<file path="src/rtl/cdb_writeback.sv">
// CDB arbiter + Qi tracker: three one-entry FU buffers, round-robin broadcast one edge after accept,
// register write one cycle later. Backpressure: x_ready low only while buffer x is full and not granted.
module cdb_writeback #(
    parameter int DATA_W = 16,
    parameter int TAG_W  = 3,
    parameter int NREG   = 8
) (
    input  logic                     clock,
    input  logic                     reset,
    input  logic                     issue_valid,
    input  logic [$clog2(NREG)-1:0]  issue_rd,
    input  logic [TAG_W-1:0]         issue_tag,
    input  logic                     add_valid,
    input  logic [TAG_W-1:0]         add_tag,
    input  logic [DATA_W-1:0]        add_data,
    output logic                     add_ready,
    input  logic                     mul_valid,
    input  logic [TAG_W-1:0]         mul_tag,
    input  logic [DATA_W-1:0]        mul_data,
    output logic                     mul_ready,
    input  logic                     ld_valid,
    input  logic [TAG_W-1:0]         ld_tag,
    input  logic [DATA_W-1:0]        ld_data,
    output logic                     ld_ready,
    output logic                     cdb_valid,
    output logic [TAG_W-1:0]         cdb_tag,
    output logic [DATA_W-1:0]        cdb_data,
    output logic [DATA_W-1:0]        dataIn,
    output logic [$clog2(NREG)-1:0]  dataAddress,
    output logic                     writeEnable,
    output logic [NREG-1:0]          reg_busy
);
    localparam int AW  = $clog2(NREG);
    localparam int NFU = 3;

    logic [NFU-1:0]             fu_vld, fu_rdy, fu_acc;
    logic [NFU-1:0][TAG_W-1:0]  fu_tag;
    logic [NFU-1:0][DATA_W-1:0] fu_dat;

    logic [NFU-1:0]             full_q, full_d;
    logic [NFU-1:0][TAG_W-1:0]  btag_q, btag_d;
    logic [NFU-1:0][DATA_W-1:0] bdat_q, bdat_d;
    logic [1:0]                 ptr_q, ptr_d;
    logic                       cdb_valid_q, cdb_valid_d;
    logic [TAG_W-1:0]           cdb_tag_q, cdb_tag_d;
    logic [DATA_W-1:0]          cdb_data_q, cdb_data_d;
    logic [NREG-1:0][TAG_W-1:0] qi_q, qi_d;

    logic [NFU-1:0]             gnt;
    logic [1:0]                 gnt_idx;
    logic                       gnt_any;
    logic [2:0]                 cand;
    logic [NREG-1:0]            match;
    logic                       issue_hit;

    // Unit index 0 = add, 1 = mul, 2 = ld
    assign fu_vld = {ld_valid, mul_valid, add_valid};
    assign fu_tag = {ld_tag, mul_tag, add_tag};
    assign fu_dat = {ld_data, mul_data, add_data};

    always_comb begin
        gnt     = '0;
        gnt_idx = ptr_q;
        gnt_any = 1'b0;
        cand    = '0;
        for (int k = 0; k < NFU; k++) begin
            cand = 3'(ptr_q) + 3'(k);
            if (cand >= 3'd3) cand = cand - 3'd3;
            if (!gnt_any && full_q[cand[1:0]]) begin
                gnt_any           = 1'b1;
                gnt_idx           = cand[1:0];
                gnt[cand[1:0]]    = 1'b1;
            end
        end
    end

    assign fu_rdy = ~full_q | gnt;
    assign fu_acc = fu_vld & fu_rdy;

    // Tag-0 results complete the handshake but never occupy the buffer.
    always_comb begin
        full_d = '0;
        btag_d = btag_q;
        bdat_d = bdat_q;
        for (int i = 0; i < NFU; i++) begin
            full_d[i] = (full_q[i] & ~gnt[i]) | (fu_acc[i] & (fu_tag[i] != '0));
            if (fu_acc[i]) begin
                btag_d[i] = fu_tag[i];
                bdat_d[i] = fu_dat[i];
            end
        end
        ptr_d       = gnt_any ? ((gnt_idx == 2'd2) ? 2'd0 : gnt_idx + 2'd1) : ptr_q;
        cdb_valid_d = gnt_any;
        cdb_tag_d   = gnt_any ? btag_q[gnt_idx] : cdb_tag_q;
        cdb_data_d  = gnt_any ? bdat_q[gnt_idx] : cdb_data_q;
    end

    // A same-cycle issue to r makes the broadcast stale for r: issue wins, write suppressed.
    always_comb begin
        qi_d        = qi_q;
        match       = '0;
        issue_hit   = 1'b0;
        writeEnable = 1'b0;
        dataAddress = '0;
        dataIn      = cdb_data_q;
        reg_busy    = '0;
        for (int r = 1; r < NREG; r++) begin
            issue_hit = issue_valid && (issue_rd == AW'(r));
            match[r]  = cdb_valid_q && (cdb_tag_q != '0) && (qi_q[r] == cdb_tag_q) && !issue_hit;
            if (issue_hit)     qi_d[r] = issue_tag;
            else if (match[r]) qi_d[r] = '0;
            reg_busy[r] = (qi_q[r] != '0);
        end
        for (int r = NREG - 1; r >= 1; r--) begin
            if (match[r]) begin
                writeEnable = 1'b1;
                dataAddress = AW'(r);
            end
        end
    end

    always_ff @(posedge clock) begin
        if (reset) begin
            full_q      <= '0;
            btag_q      <= '0;
            bdat_q      <= '0;
            ptr_q       <= '0;
            cdb_valid_q <= 1'b0;
            cdb_tag_q   <= '0;
            cdb_data_q  <= '0;
            qi_q        <= '0;
        end else begin
            full_q      <= full_d;
            btag_q      <= btag_d;
            bdat_q      <= bdat_d;
            ptr_q       <= ptr_d;
            cdb_valid_q <= cdb_valid_d;
            cdb_tag_q   <= cdb_tag_d;
            cdb_data_q  <= cdb_data_d;
            qi_q        <= qi_d;
        end
    end

    assign add_ready = fu_rdy[0];
    assign mul_ready = fu_rdy[1];
    assign ld_ready  = fu_rdy[2];
    assign cdb_valid = cdb_valid_q;
    assign cdb_tag   = cdb_tag_q;
    assign cdb_data  = cdb_data_q;
endmodule
</file>
<file path="config.mk">
export PLATFORM = sky130hd
export DESIGN_NAME = cdb_writeback
export DESIGN_NICKNAME = d
export VERILOG_FILES = /design/src/rtl/cdb_writeback.sv
export SDC_FILE = /design/constraint.sdc
export NUM_CORES = 1
export LEC_CHECK = 0
export ABC_AREA = 1
export CORE_ASPECT_RATIO = 1.1
export CORE_MARGIN = 3
export CORE_UTILIZATION = 51
export DETAILED_ROUTE_END_ITERATION = 12
export HOLD_SLACK_MARGIN = 0.12
export PLACE_DENSITY_LB_ADDON = 0.3
export SYNTH_ARGS = -nofsm -noshare
export SYNTH_HDL_FRONTEND = slang
export SYNTH_SLANG_ARGS = --single-unit
</file>
<file path="constraint.sdc">
create_clock -name clock -period 2.83 [get_ports clock]
set_input_delay 0.4245 -clock clock [delete_from_list [all_inputs] [get_ports clock]]
set_output_delay 0.4245 -clock clock [all_outputs]
set_load 0.005 [all_outputs]
</file>
==> impl_metrics.csv, run 1 <==
group,metric,value,unit
outcome,outcome,"finished, final reports clean",
global_route,grt_usage,0.249,
clock_network,clock-root-buffer,"clkbuf_8",
timing,max_freq,386,MHz
drt,antenna_left,0,
layout,area.sequential,0.00208,mm^2
floorplanning,core_area,0.00998,mm^2
global_route,grt_max_degree,50,
clock_network,clock_sinks,103,
place,post-dp-hpwl,10800,um
synthesis,synth_area,0.00530,mm^2
critical_path,worstPathRequired,2.41,ns
drt,vias,5436,
layout,stdcell_count,1016,
synthesis,synth_nets,866,
place,placed_cell_area,0.00646,mm^2
synthesis,synth_seq_area_share,0.389,
synthesis,yosys.cell_types.count,30,
synthesis,ys_warn_count,0,
global_route,antenna_found_initial,0,
critical_path,path_class,"flop to output pin",
floorplanning,rows,38,
drt,remaining_drc_errors,0,
global_route,grt_overflow,0,
critical_path,crit_fanout,7,
power_and_ir_drop,power_density,925,mW/mm^2
clock_network,cts_tree,"built",
floorplanning,io_pins,120,
timing,hold_slack,0.476,ns
layout,drive_above_1_share,0.0904,
global_route,grt_pass1_vias,5147,
synthesis,syn_inst,793,
hold_path,hold_path_class,"flop to flop",
timing,period_minus_slack,2.59,ns
drt,vias_per_cell,5.35,
drt,dr.pass1.iters,6,
timing,slew_headroom,0.664,
timing,period_share,0.915,
place,gp_congestion,0.961,
floorplanning,die_w,103,um
synthesis,yosys_register_bits,103,
critical_path,end_kind,"output pin",
drt,drtIter0Drc,357,
layout,layout_commonest_cell,"nand2_1",
drt,wl_per_cell,14.4,um
global_route,grt_pass1_wl,23600,um
synthesis,syn_area_per_cell,6.69,um^2
timing,clock_skew,0.0179,ns
floorplanning,start_util,0.531,
clock_network,h-tree-depth,3,
layout,final_cell_mix,"nand2_1 (188), clkdlybuf4s50_1 (110), nor2_1 (106)",
layout,multiInputGateArea,0.00272,mm^2
clock_network,clock_latency,0.37,ns
timing,setup_viol,0,
layout,area_growth,28.9,%
timing,tns,0,ns
timing,hold_violations,0,
power_and_ir_drop,leakage,3.06,nW
layout,diodes,0,
timing,worst_pin_slew,0.503,ns
flow_run,cap_violations,0,
layout,nFillCells,854,
layout,design_area,0.00684,mm^2
clock_network,clkTransAtPathRegs,0.10,ns
critical_path,startpoint_type,"flop",
timing,rsz0062_at_grt,"no",
layout,fin_nets,964,
floorplanning,dieHeight,113,um
clock_network,cts_made_buffers,9,
clock_network,cts_buffer_depth,2,
power_and_ir_drop,peakVddDrop,481,uV
critical_path,arrival,2.17,ns
drt,wl,14600,um
place,placed_cells,989,
timing,drv_slew,0,
floorplanning,die_area,0.0117,mm^2
place,port_buffers,118,
[critical path: stages (launching register included)]
cell	delay (ns)
dfxtp_4	0.39
inv_2	0.06
ha_4	0.26
inv_4	0.09
nand2_1	0.06
nand2_1	0.06
nand3_1	0.11
nand3_2	0.14
inv_2	0.07
buf_4	0.13
a21oi_1	0.12
nand2_1	0.14
dlymetal6s2s_1	0.18
[report_power, final]
part | switching, mW | total, mW | internal (mW)
sequential | 0.171 | 1.87 | 1.70
clock | 0.543 | 0.909 | 0.367
combinational | 2.14 | 3.54 | 1.40
[final cells by class]
type | instances | share of cell area
flip-flops and latches | 103 | 0.304
repair buffers | 151 | 0.214
clock buffers | 10 | 0.0201
multi-input cells | 565 | 0.398
clock inverters | 6 | 0.00842
well taps | 120 | 0.0220
inverters | 61 | 0.0339
[sequential cells by signal, summed over array words and instances (netlist names)]
register,cells
bdat_q,48
ptr_q,2
full_q,3
qi_q,21
btag_q,9
cdb_data,16
cdb_tag,3
cdb_valid,1
[worst paths after layout]
kind,start,end,cells past startpoint,slack (ns)
max,ptr_q[0]$_SDFFE_PP0P_,add_ready,12,0.24
min,bdat_q[22]$_SDFFE_PP0P_,bdat_q[22]$_SDFFE_PP0P_,2,0.48
max reg2reg,ptr_q[0]$_SDFFE_PP0P_,cdb_tag[2]$_SDFFE_PP0P_,16,0.47
min reg2reg,bdat_q[22]$_SDFFE_PP0P_,bdat_q[22]$_SDFFE_PP0P_,2,0.48
[kinds of logic (layout without fill, tap and decap cells)]
logic type	after synthesis	after routing	share of synthesized area
compound gates	114	114	0.111
xor+xnor	17	17	0.0281
fa+ha+maj	4	4	0.00944
other cells	1	1	0.000707
simple gates	429	429	0.352
buf+inv	125	228	0.110
flops	103	103	0.389
[through the flow]
| stage | power (mW) | util | setup slack [ns] |
|---|---|---|---|
| 2_1_floorplan | 4.17 | - | 0.793 |
| 3_3_place_gp | 5.18 | 0.647 | 0.186 |
| 3_5_place_dp | 5.26 | 0.647 | 0.131 |
| 4_1_cts | 6.18 | 0.670 | 0.00245 |
| 5_1_grt | 6.83 | 0.685 | 0.104 |
| 6_report | 6.32 | 0.685 | 0.240 |
[layer usage]
layer  GRT usage  share of wire  wire, um
met5           0              0         0
met4      0.0760          0.020       294
met3      0.0407          0.063       922
met2       0.416           0.49      7230
met1       0.326           0.42      6180
[cell usage after synthesis]
library cell | number | share of area
a211oi_1 | 1 | 0.0014
a21oi_1 | 66 | 0.062
a31oi_1 | 3 | 0.0035
buf_1 | 3 | 0.0021
buf_2 | 19 | 0.018
buf_4 | 20 | 0.028
buf_6 | 2 | 0.0042
clkbuf_1 | 20 | 0.014
conb_1 | 1 | 0.00071
dfxtp_1 | 103 | 0.39
ha_1 | 4 | 0.0094
inv_1 | 57 | 0.040
inv_2 | 4 | 0.0028
nand2_1 | 189 | 0.13
nand2_2 | 5 | 0.0059
nand2_4 | 1 | 0.0021
nand3_1 | 75 | 0.071
nand3_2 | 3 | 0.0057
nand4_1 | 38 | 0.045
nand4_2 | 1 | 0.0024
nor2_1 | 107 | 0.076
nor3_1 | 4 | 0.0038
o21ai_0 | 29 | 0.027
o21ai_1 | 10 | 0.0094
o22ai_1 | 1 | 0.0012
o31ai_1 | 4 | 0.0057
or2_2 | 1 | 0.0012
or3_1 | 5 | 0.0059
xnor2_1 | 6 | 0.0099
xor2_1 | 11 | 0.018
[repair_timing]
action	4_1_cts	5_1_grt
cloned	0	0
endpoints found under the setup margin	7	6
hold buffers	0	0
setup buffers	1	10
pin swaps	2	7
gates resized for setup	10	25
No activity file was read; power rests on OpenSTA's default activity.
==> run 2, diff against run 1 <==
ABC_AREA = not set   (was 1)
CORE_UTILIZATION = 46   (was 51)
clock period = 2.3 ns   (was 2.83 ns; I/O delays follow)
==> run 2 against run 1 <==
The run now ends with setup timing left. Power grew 87%. Clock skew down 0.0061 ns. Via count increased by 11%. Hold slack lost 0.011 ns. Routed wire length up 64%. Setup slack worse by 0.61 ns. Non-clock buffer count up 106. Critical path type is now flop to flop.
==> impl_metrics.csv, run 2 <==
group,metric,value,unit
drt,vias_per_cell,6.26,
place,placed_cells,903,
flow_run,cap_violations,0,
place,gp_congestion,0.852,
clock_network,clkTransAtPathRegs,0.08,ns
global_route,grt_max_degree,50,
drt,remaining_drc_errors,0,
outcome,outcome,"complete, but fails checks",
floorplanning,core_area,0.0110,mm^2
critical_path,crit_path_top_delay_cell,"a221oi_4",
place,post-dp-hpwl,11100,um
layout,multiInputGateArea,0.00372,mm^2
synthesis,synth_area,0.00525,mm^2
layout,nFillCells,563,
layout,design_area,0.00903,mm^2
layout,top_register,"bdat_q",
place,port_buffers,118,
hold_path,hold_path_class,"input pin to flop",
timing,slew_headroom,0.597,
clock_network,clock-root-buffer,"clkbuf_16",
synthesis,synth_seq_area_share,0.393,
synthesis,synth_area_leaders,"dfxtp_1 (39%), mux2i_1 (8.0%), nor2_1 (5.2%)",
layout,layout_commonest_cell,"clkdlybuf4s50_1",
timing,hold_slack,0.465,ns
drt,wl,23900,um
layout,largest_reg_flops,48,
layout,final_cell_mix,"clkdlybuf4s50_1 (109), dfxtp_1 (98), buf_4 (78)",
global_route,grt_overflow,0,
clock_network,h-tree-depth,3,
power_and_ir_drop,peakVddDrop,955,uV
timing,period_minus_slack,2.67,ns
clock_network,cts_made_buffers,9,
critical_path,max_stage_delay,0.43,ns
global_route,grt_usage,0.284,
synthesis,syn_area_per_cell,8.68,um^2
power_and_ir_drop,total_power,11.8,mW
layout,area_growth,72.1,%
outcome,violations,"setup timing",
layout,stdcell_count,966,
global_route,grt_pass1_wl,28700,um
global_route,antenna_found_initial,0,
drt,wl_per_cell,24.8,um
clock_network,cts_tree,"built",
synthesis,yosys.cell_types.count,57,
floorplanning,start_util,0.476,
synthesis,yosys_register_bits,103,
synthesis,synth_edf_count,0,
global_route,grt_pass1_vias,5712,
critical_path,path_class,"flop to flop",
layout,fin_util,0.820,
power_and_ir_drop,leakage,3.60,nW
drt,drtIter0Drc,583,
critical_path,startpoint_type,"flop",
timing,setup_viol,84,
clock_network,cts_buffer_depth,2,
critical_path,end_kind,"flop",
timing,rsz0062_at_grt,"yes",
synthesis,async_flop_share,0,
clock_network,clock_latency,0.38,ns
timing,hold_violations,0,
place,placed_cell_area,0.00703,mm^2
clock_network,clock_sinks,103,
timing,clock_skew,0.0119,ns
layout,drive_above_1_share,0.377,
synthesis,syn_inst,604,
critical_path,crit_fanout,6,
timing,setup_slack,-0.367,ns
critical_path,worstPathRequired,2.55,ns
synthesis,synth_nets,677,
drt,dr.pass1.iters,6,
synthesis,ys_warn_count,0,
critical_path,crit_family,"compound AO/OA/AOI/OAI gates",
floorplanning,rows,40,
drt,vias,6045,
floorplanning,dieHeight,118,um
synthesis,synth_ff_type,"dfxtp_1",
timing,period_share,1.16,
synthesis,yosysTopAreaCell,"dfxtp_1",
power_and_ir_drop,power_density,1310,mW/mm^2
timing,drv_slew,0,
synthesis,yosys-top-cells-count,"dfxtp_1 (103), nor2_1 (73), mux2i_1 (42)",
layout,fin_nets,887,
layout,area.sequential,0.00208,mm^2
floorplanning,die_area,0.0127,mm^2
floorplanning,io_pins,120,
timing,max_freq,375,MHz
layout,diodes,0,
timing,worst_pin_slew,0.604,ns
critical_path,arrival,2.92,ns
floorplanning,die_w,108,um
synthesis,synth_top_cell_area_share,0.393,
drt,antenna_left,0,
synthesis,yosysMostFrequentCell,"dfxtp_1",
critical_path,crit_buf_inv,4,
critical_path,path_cells,"buf_6, ha_4, buf_6, nand3b_1, o21a_1, nor4_4, buf_4, a211o_4, buf_4, a221oi_4, o21ai_2",
[run 2: cell types whose count changed after synthesis, sizes merged, moves of 27 or more]
cell,previous run,this run
a21oi,66,39
inv,61,5
mux2i,0,42
nand2,195,26
nand3,78,32
nand4,39,5
nor2,107,73
[run 2: worst paths after layout]
check                        start                        end  slack, ns  cells after the start
min reg2reg  qi_q[10]$_SDFFE_PP0P_      qi_q[10]$_SDFFE_PP0P_       0.50                      2
max          ptr_q[1]$_SDFFE_PP0P_  cdb_data[12]$_SDFFE_PP0P_      -0.37                     11
max reg2reg  ptr_q[1]$_SDFFE_PP0P_  cdb_data[12]$_SDFFE_PP0P_      -0.37                     11
min                          reset    bdat_q[36]$_SDFFE_PP0P_       0.46                      2
[run 2: cells by family (layout without fill, tap and decap cells)]
logic type / Yosys count / in the layout / synth area share
muxes: 45 / 45 / 0.0873
and+or+nand+nor: 204 / 204 / 0.194
other: 1 / 1 / 0.000715
adders and majority gates: 4 / 4 / 0.00954
DFF: 103 / 103 / 0.393
AOI/OAI and AO/OA: 161 / 163 / 0.211
buffers and inverters: 65 / 278 / 0.0694
xor gates and xnor gates: 21 / 21 / 0.0351
[run 2: layout make-up]
cell class / instances / share of cell area
Inverter: 5 / 0.00236
Timing Repair Buffer: 257 / 0.299
Multi-Input combinational cell: 438 / 0.412
Tap cell: 147 / 0.0204
Sequential cell: 103 / 0.230
Clock buffer: 10 / 0.0265
Clock inverter: 6 / 0.00956
[run 2: stage by stage]
stage / setup TNS [ns] / setup slack [ns]
after floorplan: 0 / 0.00761
after global placement: -11.26 / -0.290
after detailed placement: -13.21 / -0.346
after CTS: -7.43 / -0.255
after global routing: -21.17 / -0.391
final: -15.40 / -0.367
[run 2: per-layer routing]
metal | vias up | track usage | part of all wire
li1 | 2565 | - | -
met1 | 2898 | 0.316 | 0.34
met2 | 440 | 0.498 | 0.50
met3 | 142 | 0.0472 | 0.081
met4 | 0 | 0.170 | 0.081
met5 | - | 0 | 0
[run 2: report_power, final]
part	internal (mW)	switching, mW	total [mW]
Sequential	2.03	0.242	2.27
Combinational	4.00	3.83	7.83
Clock	0.907	0.829	1.74
Total	6.93	4.90	11.8
[run 2: repair_timing]
action                     in CTS  in global routing
pin swaps                      44                 63
gates cloned                   10                  6
gates resized for setup       145                130
hold buffers                    0                  0
buffers inserted               22                 22
setup endpoints to repair      82                 86
[run 2: worst register-to-register path: cells and delay by family (launching register included)]
kind | cells | cell delay [ns]
adder cells (fa/ha/maj) | 1 | 0.23
buffers and inverters | 4 | 0.63
AO/OA/AOI/OAI | 4 | 1.12
flip-flops | 1 | 0.38
AND/OR/NAND/NOR | 2 | 0.19
==> run 3, diff against run 2 <==
ABC_AREA = 1   (was not set)
CELL_PAD_IN_SITES_DETAIL_PLACEMENT = 1   (was not set)
CELL_PAD_IN_SITES_GLOBAL_PLACEMENT = 1   (was not set)
CORE_UTILIZATION = 32   (was 46)
==> run 3 against run 2 <==
The run still ends with setup timing left. Critical path depth grew 2. Largest cell class unchanged. Sequential share of layout area up 4.4 points. Die area rose by 43%. Combinational power shrank 29%. Highest routed layer unchanged. Critical path type is now flop to output pin.
==> impl_metrics.csv, run 3 (synthesis gave the netlist of run 1 again) <==
group,metric,value,unit
timing,worst_pin_slew,0.526,ns
clock_network,clock-root-buffer,"clkbuf_16",
drt,wl_met1,7770,um
floorplanning,core_area,0.0160,mm^2
global_route,grt_max_degree,59,
power_and_ir_drop,leakage,3.30,nW
floorplanning,dieHeight,141,um
floorplanning,die_area,0.0182,mm^2
timing,slew_headroom,0.649,
global_route,grt_usage,0.192,
critical_path,startpoint_type,"flop",
critical_path,path_cells,"inv_2, buf_4, ha_4, inv_4, nand2_1, nand3_1, nand2_2, nand3_2, inv_2, buf_6, a21oi_2, nand2_2, buf_6",
layout,area.sequential,0.00208,mm^2
timing,period_share,1.00,
layout,largest_reg_flops,48,
drt,vias_per_cell,4.97,
layout,fin_util,0.474,
timing,setup_viol,1,
layout,stdcell_count,1135,
clock_network,clkTransAtPathRegs,0.07,ns
floorplanning,rows,48,
critical_path,max_stage_delay,0.34,ns
power_and_ir_drop,p_sw,4.09,mW
drt,top_layer_used,"met4",
timing,hold_slack,0.471,ns
layout,diodes,0,
clock_network,h-tree-depth,3,
layout,design_area,0.00757,mm^2
timing,rsz0062_at_grt,"yes",
timing,setup_slack,-0.00274,ns
floorplanning,io_pins,120,
layout,area_growth,42.9,%
power_and_ir_drop,peakVddDrop,750,uV
place,placed_cell_area,0.00683,mm^2
layout,final_cell_mix,"nand2_1 (176), clkdlybuf4s50_1 (108), dfxtp_1 (97)",
timing,drv_slew,0,
outcome,violations,"setup timing",
power_and_ir_drop,p_int,5.22,mW
place,gp_congestion,0.869,
critical_path,end_kind,"output pin",
drt,drtIter0Drc,191,
global_route,antenna_found_initial,0,
layout,layout_commonest_cell,"nand2_1",
global_route,grt_pass1_wl,28300,um
timing,clock_skew,0.0100,ns
power_and_ir_drop,power_density,1230,mW/mm^2
critical_path,crit_path_top_delay_cell,"dfxtp_2",
layout,multiInputGateArea,0.00293,mm^2
drt,vias,5638,
drt,antenna_left,0,
global_route,grt_pass1_vias,5697,
timing,period_minus_slack,2.30,ns
drt,dr.pass1.iters,4,
clock_network,clock_latency,0.36,ns
floorplanning,start_util,0.332,
critical_path,path_class,"flop to output pin",
drt,wl_met3,601,um
place,port_buffers,118,
power_and_ir_drop,switching_share,0.439,
drt,dr_wl_met2,8940,um
critical_path,worstPathRequired,1.96,ns
clock_network,cts_buffer_depth,2,
drt,wl,17600,um
place,post-dp-hpwl,12400,um
hold_path,hold_path_class,"flop to flop",
power_and_ir_drop,pwr-share-comb,0.597,
power_and_ir_drop,seq_power_share,0.247,
global_route,grt_overflow,0,
flow_run,cap_violations,0,
place,placed_cells,1102,
layout,fin_nets,1003,
clock_network,clock_sinks,103,
clock_network,cts_tree,"built",
layout,drive_above_1_share,0.179,
timing,max_freq,434,MHz
clock_network,cts_made_buffers,9,
outcome,outcome,"complete, but fails checks",
layout,nFillCells,2039,
timing,hold_violations,0,
layout,top_register,"bdat_q",
power_and_ir_drop,clkPwrFrac,0.155,
drt,wl_per_cell,15.5,um
floorplanning,die_w,129,um
drt,remaining_drc_errors,0,
critical_path,arrival,1.96,ns
critical_path,crit_fanout,3,
power_and_ir_drop,total_power,9.31,mW
run 3: through the flow:
| step | TNS (ns) | worst slack (ns) |
|---|---|---|
| floorplan | 0 | 0.263 |
| global placement | -1.44 | -0.244 |
| detailed placement | -1.86 | -0.281 |
| CTS | -0.275 | -0.102 |
| global route | -0.432 | -0.101 |
| finish | -0.00274 | -0.00274 |
run 3: area by class of cell:
cell class	count	share of cell area
tap	200	0.0330
multi-input combinational	565	0.387
inverter	61	0.0312
sequential	103	0.274
clock inverter	6	0.00578
clock buffer	10	0.0302
timing repair buffer	190	0.239
run 3: worst max-delay path: cells and delay by family (launching register included):
kind / cells / cell delay (ns)
buffers and inverters: 6 / 0.58
and+or+nand+nor: 5 / 0.37
DFF: 1 / 0.34
adders and majority gates: 1 / 0.17
AOI/OAI and AO/OA: 1 / 0.14
run 3: final timing paths:
kind	start	slack, ns	cells past startpoint	end
min	btag_q[4]$_SDFFE_PP0P_	0.47	2	btag_q[4]$_SDFFE_PP0P_
max reg2reg	ptr_q[1]$_SDFFE_PP0P_	0.12	17	cdb_data[15]$_SDFFE_PP0P_
min reg2reg	btag_q[4]$_SDFFE_PP0P_	0.47	2	btag_q[4]$_SDFFE_PP0P_
max	ptr_q[0]$_SDFFE_PP0P_	-0.003	13	add_ready
run 3: timing repair:
item | 4_1_cts | 5_1_grt
setup endpoints to repair | 31 | 66
setup buffers | 18 | 4
gates resized for setup | 59 | 69
hold buffers | 0 | 0
pin swaps | 12 | 24
run 3: metal layers:
metal  up-vias  GRT usage
li1       2842          -
met1      2676      0.240
met2       100      0.339
met3        20     0.0341
met4         0     0.0492
met5         -          0
run 3: power by group through the flow:
stage | clock network (mW) | logic, mW | registers (mW)
after floorplan | 0 | 2.87 | 2.27
after global placement | 0 | 4.74 | 2.30
after detailed placement | 0 | 4.82 | 2.31
after CTS | 1.48 | 5.09 | 2.29
after global routing | 1.57 | 6.13 | 2.35
final | 1.45 | 5.56 | 2.30
